===== src/rtl/addsub_scheduler_pkg.sv =====
// Shared state encoding, operation codes and sizing helper for the
// round-robin add/subtract scheduler.
package addsub_pkg;

  typedef enum logic [1:0] {
    IDLE = 2'd0,
    BUSY = 2'd1,
    RESP = 2'd2
  } state_t;

  localparam logic OP_ADD = 1'b0;
  localparam logic OP_SUB = 1'b1;

  // Width of a requester index; never below one bit.
  function automatic int id_width(input int n);
    return (n < 2) ? 1 : $clog2(n);
  endfunction

endpackage


===== src/rtl/addsub_scheduler_if.sv =====
// Request, response and adder channels of the scheduler; the scheduler
// takes the slave view, requesters plus the external adder take the master view.
interface addsub_scheduler_if #(
  parameter int NREQ  = 4,
  parameter int WIDTH = 64
);
  import addsub_pkg::*;

  localparam int IW = id_width(NREQ);

  logic [NREQ-1:0]       req_valid;
  logic [NREQ-1:0]       req_ready;
  logic [NREQ*WIDTH-1:0] req_p;
  logic [NREQ*WIDTH-1:0] req_q;
  logic [NREQ-1:0]       req_cin;
  logic [NREQ-1:0]       req_op;

  logic [WIDTH-1:0]      add_p;
  logic [WIDTH-1:0]      add_q;
  logic                  add_cin;
  logic                  add_op;
  logic [WIDTH-1:0]      add_result;
  logic                  add_carry;

  logic                  rsp_valid;
  logic                  rsp_ready;
  logic [IW-1:0]         rsp_id;
  logic [WIDTH-1:0]      rsp_result;
  logic                  rsp_carry;

  modport master (
    output req_valid, req_p, req_q, req_cin, req_op, rsp_ready,
           add_result, add_carry,
    input  req_ready, add_p, add_q, add_cin, add_op,
           rsp_valid, rsp_id, rsp_result, rsp_carry
  );

  modport slave (
    input  req_valid, req_p, req_q, req_cin, req_op, rsp_ready,
           add_result, add_carry,
    output req_ready, add_p, add_q, add_cin, add_op,
           rsp_valid, rsp_id, rsp_result, rsp_carry
  );

endinterface


===== src/rtl/addsub_scheduler_rr_pick.sv =====
// Combinational round-robin picker: first valid requester at or above
// rr_ptr, wrapping around, as a one-hot grant plus its encoded index.
module rr_pick
  import addsub_pkg::*;
#(
  parameter int NREQ = 4,
  parameter int IW   = id_width(NREQ)
) (
  input  logic [NREQ-1:0] req_valid,
  input  logic [IW-1:0]   rr_ptr,
  output logic [NREQ-1:0] grant,
  output logic [IW-1:0]   winner
);

  int          idx;
  logic [IW-1:0] sel;
  logic        found;

  always_comb begin
    grant  = '0;
    winner = '0;
    found  = 1'b0;
    idx    = 0;
    sel    = '0;
    for (int i = 0; i < NREQ; i++) begin
      idx = (int'(rr_ptr) + i) % NREQ;
      sel = IW'(idx);
      if (!found && req_valid[sel]) begin
        found      = 1'b1;
        grant[sel] = 1'b1;
        winner     = sel;
      end
    end
  end

endmodule


===== src/rtl/addsub_scheduler.sv =====
// Shares one external add/subtract unit among NREQ requesters, one
// operation in flight, round-robin arbitration and a held response channel.
module addsub_scheduler
#(
  parameter int NREQ      = 4,
  parameter int WIDTH     = 64,
  parameter int ADDER_LAT = 1
) (
  input logic              clk,
  input logic              rst_n,
  addsub_scheduler_if.slave bus
);
  import addsub_pkg::*;

  localparam int IW = id_width(NREQ);
  localparam int CW = (ADDER_LAT < 1) ? 1 : $clog2(ADDER_LAT + 1);

  state_t           state, state_nxt;
  logic [IW-1:0]    rr_ptr;
  logic [IW-1:0]    winner;
  logic [NREQ-1:0]  grant;
  logic [CW-1:0]    cnt;
  logic [WIDTH-1:0] op_p, op_q;
  logic             op_cin, op_op;
  logic [IW-1:0]    op_id;
  logic [WIDTH-1:0] res_q;
  logic             carry_q;
  logic             any_req;

  rr_pick #(.NREQ(NREQ), .IW(IW)) u_pick (
    .req_valid(bus.req_valid),
    .rr_ptr   (rr_ptr),
    .grant    (grant),
    .winner   (winner)
  );

  assign any_req = |bus.req_valid;

  always_ff @(posedge clk or negedge rst_n) begin
    if (!rst_n) state <= IDLE;
    else        state <= state_nxt;
  end

  always_comb begin
    state_nxt = state;
    case (state)
      IDLE:    if (any_req)          state_nxt = BUSY;
      BUSY:    if (cnt == '0)        state_nxt = RESP;
      RESP:    if (bus.rsp_ready)    state_nxt = IDLE;
      default:                       state_nxt = IDLE;
    endcase
  end

  // Grants are masked while reset is asserted so nothing is accepted then.
  assign bus.req_ready  = (state == IDLE && rst_n) ? grant : '0;
  assign bus.rsp_valid  = (state == RESP);
  assign bus.rsp_id     = op_id;
  assign bus.rsp_result = res_q;
  assign bus.rsp_carry  = carry_q;
  assign bus.add_p      = op_p;
  assign bus.add_q      = op_q;
  assign bus.add_cin    = op_cin;
  assign bus.add_op     = op_op;

  always_ff @(posedge clk or negedge rst_n) begin
    if (!rst_n) begin
      rr_ptr  <= '0;
      cnt     <= '0;
      op_p    <= '0;
      op_q    <= '0;
      op_cin  <= 1'b0;
      op_op   <= 1'b0;
      op_id   <= '0;
      res_q   <= '0;
      carry_q <= 1'b0;
    end else begin
      case (state)
        IDLE: if (any_req) begin
          op_p   <= bus.req_p[winner*WIDTH +: WIDTH];
          op_q   <= bus.req_q[winner*WIDTH +: WIDTH];
          op_cin <= bus.req_cin[winner];
          op_op  <= bus.req_op[winner];
          op_id  <= winner;
          cnt    <= CW'(ADDER_LAT);
          rr_ptr <= (winner == IW'(NREQ - 1)) ? '0 : winner + IW'(1);
        end
        BUSY: if (cnt != '0) begin
          cnt <= cnt - CW'(1);
        end else begin
          res_q   <= bus.add_result;
          carry_q <= bus.add_carry;
        end
        default: ;
      endcase
    end
  end

endmodule


===== src/flat_wrapper.sv =====
// flat-port wrapper written by rule: the top's interface ports become plain ports
module addsub_scheduler_flat import addsub_pkg::*;
#(
  parameter int NREQ      = 4,
  parameter int WIDTH     = 64,
  parameter int ADDER_LAT = 1
)
  (clk, rst_n, bus_req_valid, bus_req_p, bus_req_q, bus_req_cin, bus_req_op, bus_rsp_ready, bus_add_result, bus_add_carry, bus_req_ready, bus_add_p, bus_add_q, bus_add_cin, bus_add_op, bus_rsp_valid, bus_rsp_id, bus_rsp_result, bus_rsp_carry);
  addsub_scheduler_if #(.NREQ(NREQ), .WIDTH(WIDTH)) bus_i ();
  input logic clk;
  input logic rst_n;
  input wire logic [$bits(bus_i.req_valid)-1:0] bus_req_valid;
  input wire logic [$bits(bus_i.req_p)-1:0] bus_req_p;
  input wire logic [$bits(bus_i.req_q)-1:0] bus_req_q;
  input wire logic [$bits(bus_i.req_cin)-1:0] bus_req_cin;
  input wire logic [$bits(bus_i.req_op)-1:0] bus_req_op;
  input wire logic [$bits(bus_i.rsp_ready)-1:0] bus_rsp_ready;
  input wire logic [$bits(bus_i.add_result)-1:0] bus_add_result;
  input wire logic [$bits(bus_i.add_carry)-1:0] bus_add_carry;
  output wire logic [$bits(bus_i.req_ready)-1:0] bus_req_ready;
  output wire logic [$bits(bus_i.add_p)-1:0] bus_add_p;
  output wire logic [$bits(bus_i.add_q)-1:0] bus_add_q;
  output wire logic [$bits(bus_i.add_cin)-1:0] bus_add_cin;
  output wire logic [$bits(bus_i.add_op)-1:0] bus_add_op;
  output wire logic [$bits(bus_i.rsp_valid)-1:0] bus_rsp_valid;
  output wire logic [$bits(bus_i.rsp_id)-1:0] bus_rsp_id;
  output wire logic [$bits(bus_i.rsp_result)-1:0] bus_rsp_result;
  output wire logic [$bits(bus_i.rsp_carry)-1:0] bus_rsp_carry;
  assign bus_i.req_valid = bus_req_valid;
  assign bus_i.req_p = bus_req_p;
  assign bus_i.req_q = bus_req_q;
  assign bus_i.req_cin = bus_req_cin;
  assign bus_i.req_op = bus_req_op;
  assign bus_i.rsp_ready = bus_rsp_ready;
  assign bus_i.add_result = bus_add_result;
  assign bus_i.add_carry = bus_add_carry;
  assign bus_req_ready = bus_i.req_ready;
  assign bus_add_p = bus_i.add_p;
  assign bus_add_q = bus_i.add_q;
  assign bus_add_cin = bus_i.add_cin;
  assign bus_add_op = bus_i.add_op;
  assign bus_rsp_valid = bus_i.rsp_valid;
  assign bus_rsp_id = bus_i.rsp_id;
  assign bus_rsp_result = bus_i.rsp_result;
  assign bus_rsp_carry = bus_i.rsp_carry;
  addsub_scheduler #(.NREQ(NREQ), .WIDTH(WIDTH), .ADDER_LAT(ADDER_LAT)) u_core (.clk(clk), .rst_n(rst_n), .bus(bus_i));
endmodule

===== config.mk =====
export PLATFORM = sky130hd
export DESIGN_NAME = addsub_scheduler_flat
export DESIGN_NICKNAME = d
export VERILOG_FILES = /design/src/rtl/addsub_scheduler_pkg.sv /design/src/rtl/addsub_scheduler_if.sv /design/src/rtl/addsub_scheduler_rr_pick.sv /design/src/rtl/addsub_scheduler.sv /design/src/flat_wrapper.sv
export SDC_FILE = /design/constraint.sdc
export NUM_CORES = 1
export LEC_CHECK = 0
export ABC_AREA = 1
export CORE_AREA = 2 2 313 315
export CTS_CLUSTER_SIZE = 14
export DETAILED_ROUTE_END_ITERATION = 8
export DIE_AREA = 0 0 315 317
export PLACE_DENSITY_LB_ADDON = 0.15
export SLEW_MARGIN = 10
export SYNTH_ARGS = -nofsm -noshare
export SYNTH_HDL_FRONTEND = slang
export SYNTH_SLANG_ARGS = --single-unit
export TNS_END_PERCENT = 20

===== constraint.sdc =====
create_clock -name clk -period 7.2 [get_ports clk]
set_input_delay 0.72 -clock clk [delete_from_list [all_inputs] [get_ports clk]]
set_output_delay 0.72 -clock clk [all_outputs]
set_load 0.01 [all_outputs]

==> flow_metrics.tcl <==
set metrics [dict create \
    fin_crit_sh_pct 62.1 \
    cts_tree "yes" \
    clock_latency_ps 590 \
    synth-edff-count 0 \
    cts_sinks 202 \
    drtPass1Iterations 5 \
    rows 114 \
    critical-path-top-delay-family "simple AND/OR/NAND/NOR gates" \
    crit_required_ps 7730 \
    place_ws_ps 2780 \
    htreeDepth 1 \
    wl_per_cell_um 17.9 \
    post_cts_resized 0 \
    cp_max_fo 111 \
    yosys.area.top_type "dfrtp_1" \
    grt_pass1_wl_mm 112 \
    power_density_nw_per_um2 505 \
    netlist_area_um2 14700 \
    cts.clk_slew.worst_paths_ps 60 \
    fin_crit_ps 4470 \
    grt_pass1_vias 16900 \
    post_cts_buffers 0 \
    fmax_mhz 224 \
    yosys_warnings 0 \
    vias 17000 \
    gp_congestion 0.837 \
    setup_tns_ps 0 \
    grt_start_max_net_pins 142 \
    synth_top_flop_cell "dfrtp_1" \
    pin_count 794 \
    synth-seq-area-share_pct 34.4 \
    multiInputGateArea_um2 6880 \
    maxSlewHeadroom_pct 32.4 \
    cts_max_path_buffers 3 \
    ys_types 27 \
    hpwl_mm 56.8 \
    register_area_um2 5050 \
    die_y_um 317 \
    synthMostInstantiatedCell "nand2_1" \
    drt_wl_total_mm 78.0 \
    cpMostUsedCell "nand2_1" \
    hp-class "primary input to asynchronous set/reset pin" \
    drv_cap 0 \
    cpMaxStageDelayCell "dfrtp_1" \
    initial_utilization_pct 15.3 \
    worst_slew_pin_slew_ps 1010 \
    synth.avg_cell_area_um2 6.23 \
    start_kind "register" \
    worst_slack_ps 2730 \
    synth.area.top_cells "dfrtp_1 (34%), nand2_1 (21%), nand3_1 (18%)" \
    total_power_w 0.0125 \
    worst-path-stages 15 \
    run_status "complete, no violations" \
    antenna_found_initial 20 \
    fp.dieArea_um2 99900 \
    crit_type "register to register" \
    slew_viol_final 0 \
    grtUsageTotal_pct 14.8 \
    synthArstFlopShare_pct 100 \
    cellLeakagePower_nw 12.9 \
    dpl_cell_area_um2 23700 \
    final_nets 3650 \
    synth.top_cells.by_count "nand2_1 (818), inv_1 (538), nand3_1 (534)" \
    cts_root_buffer "clkbuf_16" \
    rr_worst_depth 15 \
    syn_nets 2957 \
    crit_buf_inv 3 \
    cts_made_buffers 29 \
    synthCells 2358 \
    slowest_delay_ps 770 \
    drt_iter0_markers 907 \
    placed_cells 4296 \
    syn2layout_area_growth_pct 68.2 \
    finalHoldViolCount 0 \
    drive_gt1_share_pct 4.95 \
    end_kind "register" \
    routed_via_density 3.90 \
    stdcell_count 4353 \
    setup_viol 0 \
    core-area_um2 96300 \
    drc 0 \
    crit_path_cell_trace "inv_2 > ha_1 > inv_1 > nand3_1 > nand2_1 > nor2_2 > nor2_2 > nand2_8 > nand2_8 > buf_4 > nand2_1 > nand3_1 > nand2_1 > nand2_1 > nand2_1" \
    nFillCells 10800 \
    design_area_um2 24700 \
    finClkSkew_ps 9.67 \
    postCtsHoldBufs 0 \
    cp.arrival_ps 5000 \
    synth_top_area_share_pct 34.4 \
    io_buffer_count 793 \
    drtAntennaViolNets 0 \
    synth-seq-cells 202 \
    rsz0062_at_grt "no" \
    die_w_um 315 \
    overflow 0 \
    irDropWorstVdd_mv 0.344 \
]
[flip-flops by register name (all words and copies together), names as in the netlist, 2 cells and up]
name / count
u_core.bus.add_q: 64
u_core.state: 2
u_core.rr_ptr: 2
u_core.bus.rsp_result: 64
u_core.bus.add_p: 64
u_core.bus.rsp_id: 2
[per-layer routing]
metal | track usage, % | up-vias | routed length [um]
li1 | - | 8457 | -
met2 | 26.1 | 563 | 38200
met3 | 4.76 | 76 | 6570
met5 | 0 | - | 215
met4 | 2.81 | 30 | 1380
met1 | 17.6 | 7857 | 31600
[cell type report]
cell class	instances	area share (%)
tap	1276	6.46
timing repair buffer	810	32.9
inverter	544	8.29
clock inverter	12	0.754
antenna	4	0.0405
multi-input combinational	1464	27.9
clock buffer	41	3.28
sequential	202	20.5
[cell usage in the layout (no fill, tap or decap), types with 2 or more instances in the layout]
master and count:
mux2_2 65, nand2_1 817, bufinv_16 4, inv_2 4, clkbuf_1 8, buf_12 4, clkbuf_8 4, nand2_4 2
dfrtp_1 202, o21ai_0 7, nand3_1 534, clkdlybuf4s50_1 792, a22oi_1 4, nand3_2 3, buf_4 13, ha_1 7
nand2_8 4, nor2_2 3, nand2_2 3, nor2_1 7, nor2_4 2, clkinv_2 3, clkbuf_16 29, diode_2 4
inv_1 538, clkinvlp_4 3
[final timing paths]
| kind | slack (ps) | to | from |
|---|---|---|---|
| setup / recovery | 2730 | u_core.bus.add_p[10] | u_core.rr_ptr[0] |
| hold / removal | 80 | u_core.bus.rsp_result[42] | rst_n |
| setup reg to reg | 2730 | u_core.bus.add_p[10] | u_core.rr_ptr[0] |
| hold reg to reg | 480 | u_core.bus.add_q[7] | u_core.bus.add_q[7] |
| max in group asynchronous | 5390 | u_core.bus.add_q[35] | rst_n |
| min in group clk | 480 | u_core.bus.add_q[7] | u_core.bus.add_q[7] |
[power breakdown]
group	total (W)	internal (W)	switching, W
Clock	0.00154	0.000928	0.000612
Sequential	0.00209	0.00175	0.000341
Combinational	0.00884	0.00326	0.00558
Total	0.0125	0.00594	0.00654
[kinds of logic (layout without fill, tap and decap cells)]
group / Yosys count / in the layout / synth area share (%)
adders and majority gates: 7 / 7 / 0.596
DFF: 202 / 202 / 34.4
other: 0 / 4 / 0
AOI/OAI and AO/OA: 15 / 15 / 0.639
muxes: 65 / 65 / 4.98
and+or+nand+nor: 1377 / 1377 / 40.3
buffers and inverters: 692 / 1407 / 19.1
[per-stage QoR]
stage | utilization (%) | hold WS [ps]
floorplan | - | 424
global placement | 24.6 | 463
detailed placement | 24.6 | 464
CTS | 25.7 | 89.0
global route | 25.7 | 119
finish | 25.7 | 82.9
No activity file was read; power rests on OpenSTA's default activity.
